## src/rtl/cpu_types_pkg.sv

```systemverilog
// rtl/cpu_types_pkg.sv - shared CPU types: register index, hazard FSM encoding, pcsrc selects
package cpu_types_pkg;

  typedef logic [4:0] regbits_t;

  typedef logic [1:0] hazard_state_t;
  localparam hazard_state_t IDLE     = 2'd0;
  localparam hazard_state_t MEM_WAIT = 2'd1;
  localparam hazard_state_t FLUSH    = 2'd2;

  localparam logic [1:0] PC_NEXT = 2'd0;
  localparam logic [1:0] PC_BR   = 2'd1;
  localparam logic [1:0] PC_J    = 2'd2;
  localparam logic [1:0] PC_JR   = 2'd3;

  // Flush-length counter; FLUSH_CYCLES is limited to 1..7.
  typedef logic [2:0] flush_cnt_t;

endpackage

```

## src/rtl/hazard_perf_counter.sv

```systemverilog
// rtl/hazard_perf_counter.sv - saturating stall-cycle counter
module hazard_perf_counter #(
  parameter int W = 32
) (
  input  logic         clk_i,
  input  logic         rst_ni,
  input  logic         inc_i,
  output logic [W-1:0] count_o
);

  logic [W-1:0] count_q;
  logic [W-1:0] count_d;

  always_comb begin
    count_d = count_q;
    if (inc_i && (count_q != {W{1'b1}})) begin
      count_d = count_q + {{(W-1){1'b0}}, 1'b1};
    end
  end

  always_ff @(posedge clk_i or negedge rst_ni) begin
    if (!rst_ni) begin
      count_q <= '0;
    end else begin
      count_q <= count_d;
    end
  end

  assign count_o = count_q;

endmodule

```

## src/rtl/pipeline_hazard_ctrl.sv

```systemverilog
// rtl/pipeline_hazard_ctrl.sv - pipeline stall/flush controller; HAZARD_PERF_EN adds a stall-cycle counter
module pipeline_hazard_ctrl
  import cpu_types_pkg::*;
#(
  parameter int REG_W        = 5,
  parameter int FLUSH_CYCLES = 1,
  parameter int CNT_W        = 32
) (
  input  logic             CLK,
  input  logic             nRST,
  input  logic             ihit,
  input  logic             dhit,
  input  logic [REG_W-1:0] ifid_rs,
  input  logic [REG_W-1:0] ifid_rt,
  input  logic [REG_W-1:0] idex_rt,
  input  logic             idex_dREN,
  input  logic             exmem_dREN,
  input  logic             exmem_dWEN,
  input  logic [1:0]       pcsrc,
  output logic             pc_enable,
  output logic             ifid_en,
  output logic             ifid_flush,
  output logic             idex_flush,
  output logic             exmem_en,
  output logic [CNT_W-1:0] stall_count
);

  localparam flush_cnt_t FLUSH_RELOAD = flush_cnt_t'(FLUSH_CYCLES - 1);
  // A deferred redirect gets no flush on the dhit cycle, so FLUSH carries all cycles.
  localparam flush_cnt_t FLUSH_FULL   = flush_cnt_t'(FLUSH_CYCLES);

  hazard_state_t state_q, state_d;
  flush_cnt_t    cnt_q, cnt_d, cnt_next;
  logic          pend_q, pend_d;

  logic mem_stall, redirect, load_use;
  logic pc_en_c, ifid_en_c, exmem_en_c, ifid_fl_c, idex_fl_c;

  assign mem_stall = (exmem_dREN | exmem_dWEN) & ~dhit;
  assign redirect  = (pcsrc != PC_NEXT);
  assign load_use  = idex_dREN && (idex_rt != '0) &&
                     ((idex_rt == ifid_rs) || (idex_rt == ifid_rt));

  always_comb begin
    state_d    = state_q;
    cnt_d      = cnt_q;
    pend_d     = pend_q;
    cnt_next   = cnt_q;
    pc_en_c    = 1'b1;
    ifid_en_c  = 1'b1;
    exmem_en_c = 1'b1;
    ifid_fl_c  = 1'b0;
    idex_fl_c  = 1'b0;

    case (state_q)
      MEM_WAIT: begin
        if (redirect) pend_d = 1'b1;
        if (!dhit) begin
          pc_en_c    = 1'b0;
          ifid_en_c  = 1'b0;
          exmem_en_c = 1'b0;
        end else if (pend_q || redirect) begin
          state_d = FLUSH;
          cnt_d   = FLUSH_FULL;
          pend_d  = 1'b0;
        end else begin
          state_d = IDLE;
          if (load_use || !ihit) begin
            pc_en_c   = 1'b0;
            ifid_en_c = 1'b0;
            idex_fl_c = 1'b1;
          end
        end
      end

      FLUSH: begin
        if (mem_stall) begin
          pc_en_c    = 1'b0;
          ifid_en_c  = 1'b0;
          exmem_en_c = 1'b0;
          state_d    = MEM_WAIT;
          pend_d     = 1'b1;
        end else begin
          ifid_fl_c = 1'b1;
          idex_fl_c = redirect;
          cnt_next  = redirect ? FLUSH_RELOAD : flush_cnt_t'(cnt_q - 3'd1);
          cnt_d     = cnt_next;
          if (cnt_next == '0) state_d = IDLE;
        end
      end

      IDLE: begin
        if (mem_stall) begin
          pc_en_c    = 1'b0;
          ifid_en_c  = 1'b0;
          exmem_en_c = 1'b0;
          state_d    = MEM_WAIT;
        end else if (redirect) begin
          ifid_fl_c = 1'b1;
          idex_fl_c = 1'b1;
          if (FLUSH_CYCLES > 1) begin
            state_d = FLUSH;
            cnt_d   = FLUSH_RELOAD;
          end
        end else if (load_use || !ihit) begin
          pc_en_c   = 1'b0;
          ifid_en_c = 1'b0;
          idex_fl_c = 1'b1;
        end
      end

      default: begin
        state_d = IDLE;
        cnt_d   = '0;
        pend_d  = 1'b0;
      end
    endcase
  end

  always_ff @(posedge CLK or negedge nRST) begin
    if (!nRST) begin
      state_q <= IDLE;
      cnt_q   <= '0;
      pend_q  <= 1'b0;
    end else begin
      state_q <= state_d;
      cnt_q   <= cnt_d;
      pend_q  <= pend_d;
    end
  end

  // Reset must silence every enable immediately, not at the next edge.
  assign pc_enable  = nRST & pc_en_c;
  assign ifid_en    = nRST & ifid_en_c;
  assign exmem_en   = nRST & exmem_en_c;
  assign ifid_flush = nRST & ifid_fl_c;
  assign idex_flush = nRST & idex_fl_c;

`ifdef HAZARD_PERF_EN
  hazard_perf_counter #(
    .W(CNT_W)
  ) u_perf (
    .clk_i  (CLK),
    .rst_ni (nRST),
    .inc_i  (~pc_en_c),
    .count_o(stall_count)
  );
`else
  assign stall_count = '0;
`endif

endmodule

```

## config.mk

```make
export PLATFORM = sky130hd
export DESIGN_NAME = pipeline_hazard_ctrl
export DESIGN_NICKNAME = d
export VERILOG_FILES = /design/src/rtl/cpu_types_pkg.sv /design/src/rtl/hazard_perf_counter.sv /design/src/rtl/pipeline_hazard_ctrl.sv
export SDC_FILE = /design/constraint.sdc
export NUM_CORES = 1
export LEC_CHECK = 0
export ABC_AREA = 1
export BUFFER_PORTS_ARGS = -buffer_cell sky130_fd_sc_hd__buf_4
export CAP_MARGIN = 20
export CORE_MARGIN = 1.5
export CORE_UTILIZATION = 39
export DETAILED_ROUTE_END_ITERATION = 8
export PLACE_DENSITY = 0.77
export SLEW_MARGIN = 30
export SYNTH_ARGS = -nofsm -noshare
export SYNTH_HDL_FRONTEND = slang
export SYNTH_SLANG_ARGS = --single-unit
```

## constraint.sdc

```tcl
create_clock -name CLK -period 1.35 [get_ports CLK]
set_input_delay 0 -clock CLK [delete_from_list [all_inputs] [get_ports CLK]]
set_output_delay 0 -clock CLK [all_outputs]
set_load 0.05 [all_outputs]
```

* Yosys cells after proc, flatten, opt, wreduce, memory -nomap -nowiden *
Cells that the tools add are included.

storage, ports and cells
  register bits after elaboration = 6
  input bits = 24
  output and inout bits = 37
  word-level logic and storage cells = 71

operators by class
  $add $sub $neg = 1
  eq/ne operators = 10
  multiplexer cells = 35
  bitwise gates (word level) = 8
  reductions and logical operators = 14

operators with widths
  cell                 count
  $mux 1               19
  $mux 3               4
  $eq 5x5->1           2
  $mux 2               5
  $ne 2x2->1 const B   5
  $pmux 1 s3           3
  $pmux 3 s3           1
  $pmux 2 s3           1
  $and 1x1->1          5
  $reduce_bool 5->1    1
  $pmux 1 s2           2
  $reduce_and 4->1     1
  $logic_not 3->1      1
  $logic_or 1x1->1     3
  $ne 3x3->1 const B   1
  $reduce_and 3->1     1
  $sub 3x1->3 const B  1
  $eq 2x1->1 const B   1
  $eq 2x2->1 const B   1
  $logic_and 1x1->1    2
  $logic_not 2->1      1
  $not 1->1            2
  $reduce_and 2->1     1
  $reduce_bool 2->1    1
  3 further kinds      3

* Logic depth before layout (Yosys ltp) *
  depth in word-level cells = 9
  depth in mapped cells = 14
  mapped depth without buffers = 13

* Least setup slack after synthesis *
OpenSTA, ideal clock, no wires.

  kind = reg2out
  start point = register state_q[0]
  end point = output port ifid_flush
  data arrival time = 2.068 ns
  required time = 1.350 ns
  slack = -0.718 ns
  cell stages (with the launch flop) = 7
  buffers on the path = 0
  cell sequence = dfrtp_1 -> inv_1 -> ha_1 -> inv_1 -> nor2_2 -> nor2_1 -> nor3_1

between the ends
  cells in the longest elaborated chain, start to end = 3
  elaborated cells between the ends (all ways) = 4
  classes of those cells = eq/ne: 1; mux: 1; bitwise: 1; reduce/logical: 1

ends and longest elaborated chain
  item                                                  line                         text
  start: declaration                                    pipeline_hazard_ctrl.sv:32   hazard_state_t state_q, state_d;
  start signal: assignment                              pipeline_hazard_ctrl.sv:126  state_q <= state_d;
  $eq 2x2->1 / $logic_not 2->1 (equally long branches)  pipeline_hazard_ctrl.sv:55   case (state_q)
  $pmux 1 s2 *                                          pipeline_hazard_ctrl.sv:55
  $and 1x1->1 *                                         pipeline_hazard_ctrl.sv:136  assign ifid_flush = nRST & ifid_fl_c;
  end: declaration                                      pipeline_hazard_ctrl.sv:22   output logic ifid_flush,

Mark *: on every way between the ends. The rest lies on a longest branch, timed or not.

* Worst setup path in the final report *
  start point = register state_q[0]
  end point = register state_q[0]

between the ends
  cells in the longest elaborated chain, start to end = 3
  elaborated cells between the ends (all ways) = 8
  classes of those cells = eq/ne: 5; mux: 1; reduce/logical: 2

ends and longest elaborated chain
  item                                                       line
  $eq 2x2->1, or another cell as far along                   pipeline_hazard_ctrl.sv:55
  $ne 3x3->1 (no line) / $ne 2x2->1 (equally long branches)  -
  $reduce_and 3->1 (no line)                                 -

Several ways; a longest one is shown, not always the timed one.
A chain may end at the register's enable or synchronous reset.

==> impl_metrics.csv <==
group,metric,value,unit
sta,finClkSkew,0.00354,ns
synthesis,synth_seq_cells,6,
floorplan,floorplan.rows,18,
synthesis,syn_avg_cell_area,6.03,um^2
sta,hold_viol_final,0,
cts,htree_levels,1,
cts,cts-root-buf,"clkbuf_4",
final_layout,multi_input_comb_area,733,um^2
sta,slew_violations,0,
power_and_ir_drop,p_seq_share,11.2,%
global_route,overflow,0,
synthesis,yosysMostFrequentCell,"nand2_1",
worst_setup_path,rr_startpoint,"state_q[0]",
cts,cts.path.max_buffers,2,
power_and_ir_drop,internal_power,1110,uW
outcome,violations,"setup timing",
sta,finalCritPeriodShare,123,%
sta,layout_setup_ws,-0.314,ns
final_layout,fin_util,61.5,%
synthesis,synthArstFlopShare,100,%
worst_setup_path,crit_arrival,1.82,ns
synthesis,ys_types,22,
sta,tns,-2.92,ns
flow_run,cap_violations,0,
worst_setup_path,crit_path_end_kind,"flop",
routing,wl_per_cell,9.66,um
worst_setup_path,path_class,"flop to flop",
global_route,grt_antenna_before_repair,0,
cts,cts_tree,"built",
cts,clk_latency,0.23,ns
synthesis,ys_top_cells_by_area,"buf_4 25%, dfrtp_1 15%, nand2_1 15%, inv_1 10%, nor2_1 7.2%",
routing,drt-total-wl,2.40,mm
final_layout,seqCellArea,150,um^2
floorplan,core,2430,um^2
floorplan,die_h,53.3,um
outcome,outcome,"finished with violations",
final_layout,finalInstanceArea,1500,um^2
synthesis,synthTopCellsByCount,"39 x nand2_1, 33 x buf_4, 27 x inv_1, 19 x nor2_1",
sta,fmax,601,MHz
routing,ant_nets,0,
cts,path_clk_slew,0.04,ns
placed_design,io_buffers,28,
power_and_ir_drop,switching_share,51.3,%
placed_design,gp_congestion,0.836,
synthesis,synth_top_cell_by_area,"buf_4",
global_route,grt_pass1_wl,3.33,mm
power_and_ir_drop,p_leak,0.000836,uW
synthesis,synthFlopType,"dfrtp_1",
cts,numCtsBuffers,3,
global_route,grt_max_degree,10,
routing,drc,0,
routing,route.vias.total,1068,
power_and_ir_drop,p_per_area,1520,nW/um^2
power_and_ir_drop,combinationalPowerShare,82.1,%
worst_setup_path,start_kind,"flop",
synthesis,ys_seq_area_share,15.2,%
cts,cts.sinks,6,
power_and_ir_drop,power.switching,1170,uW
synthesis,syn-cell-area,988,um^2
floorplan,pin_count,61,
sta,rsz0062_at_grt,"yes",
synthesis,synth.top_cell.area_share,25.1,%
power_and_ir_drop,clock_power_share,6.8,%
placed_design,hpwlAfterDp,1.73,mm
final_layout,nets,249,
placed_design,dp.cells,235,
final_layout,num-fill-cells,212,
final_layout,drive_gt1_share,42.7,%
routing,dr.pass1.iters,7,
power_and_ir_drop,peakVddDrop,1.17,mV
routing,via_per_inst,4.31,
floorplan,dieArea,2850,um^2
worst_setup_path,worstSetupStartpoint,"state_q[0]",
placed_design,placed_cell_area,1290,um^2
global_route,grt_pass1_vias,818,
sta,setup_violations,11,
final_layout,area_growth,51.4,%
floorplan,die_w,53.3,um
worst_setup_path,cp_max_fo,4,
floorplan,start_util,40.6,%
synthesis,syn-instance-count,164,
worst_setup_path,required,1.51,ns
final_layout,stdcell_count,248,
synthesis,synth_enable_flop_cells,0,
global_route,track_usage,16.0,%
routing,drt_iter0_markers,15,
sta,fin_crit,1.66,ns
synthesis,ys_warn_count,0,
final_layout,diodes,0,
hold_path,min_path_type,"input pin to asynchronous set/reset pin",
kinds of logic (layout without fill, tap and decap cells):
logic type | count (synthesis) | count (layout) | synth area share, %
xor gates and xnor gates | 2 | 2 | 1.77
and+or+nand+nor | 73 | 73 | 31.1
buffers and inverters | 62 | 85 | 36.1
AOI/OAI and AO/OA | 15 | 15 | 9.11
DFF | 6 | 6 | 15.2
other | 1 | 32 | 0.379
adders and majority gates | 5 | 5 | 6.33
through the flow:
step	total power [uW]	hold slack [ns]	setup slack (ns)
floorplan	1320	-0.296	-0.170
global placement	1710	-0.172	-0.0904
detailed placement	1720	-0.173	-0.112
CTS	2110	0.119	-0.295
global route	2430	0.137	-0.392
finish	2270	0.130	-0.314
sequential cells by signal, indices dropped and copies added, names as in the netlist:
name and cells:
cnt_q 3, pend_q 1, state_q 2
metal layers:
layer / vias up / wire length (um) / global-route usage (%)
li1: 546 / - / -
met1: 477 / 949 / 19.6
met5: - / 0 / 0
met4: 0 / 41 / 6.41
met3: 6 / 145 / 2.54
met2: 39 / 1260 / 27.4
timing repair:
action / in CTS / in global routing
hold buffers: 1 / 0
setup endpoints to repair: 11 / 11
buffers inserted: 5 / 4
gates resized for setup: 21 / 13
pin swaps: 7 / 8
hold endpoints to repair: 6 / 0
cells in the final DEF (no fill, tap or decap), drive strengths merged:
cell type	n
nand3	5
conb	32
nor3	2
a211oi	1
dfrtp	6
o31ai	1
buf	52
clkinvlp	1
a31oi	1
o32ai	1
nor2	23
inv	28
clkbuf	3
xnor2	2
a21oi	2
o21ai	9
nand2	41
nand4	2
dlygate4sd3	1
ha	5
cell type report:
type	instances	area share (%)
repair buffers	53	29.3
clock buffers	3	1.51
well taps	30	2.51
inverters	29	7.69
flip-flops and latches	6	10.0
multi-input cells	127	49.0
power by group through the flow:
stage,registers [uW],logic [uW],clock network (uW)
after floorplan,261,1060,0
after global placement,255,1450,0
after detailed placement,257,1470,0
after CTS,253,1690,161
after global routing,258,2000,170
final,253,1860,154
worst paths after layout:
| kind | end | slack [ns] | depth (start not counted) |
|---|---|---|---|
| max | state_q[0] | -0.31 | 12 |
| min | state_q[0] | 0.13 | 2 |
| max reg2reg | state_q[0] | -0.31 | 12 |
| min reg2reg | cnt_q[1] | 0.53 | 2 |
| max in group asynchronous | cnt_q[2] | 1.08 | 2 |
| min in group CLK | state_q[1] | 0.24 | 4 |
critical path, stage by stage, from the launching register on:
cell and delay [ns]:
dfrtp_1 0.37, inv_2 0.06, buf_6 0.12, ha_4 0.16, inv_4 0.06, nor2_4 0.05
buf_4 0.16, buf_6 0.11, o21ai_2 0.05, nand2_2 0.10, nor2_4 0.15, nand3_1 0.10
o21ai_1 0.10
No activity file was read; power rests on OpenSTA's default activity.
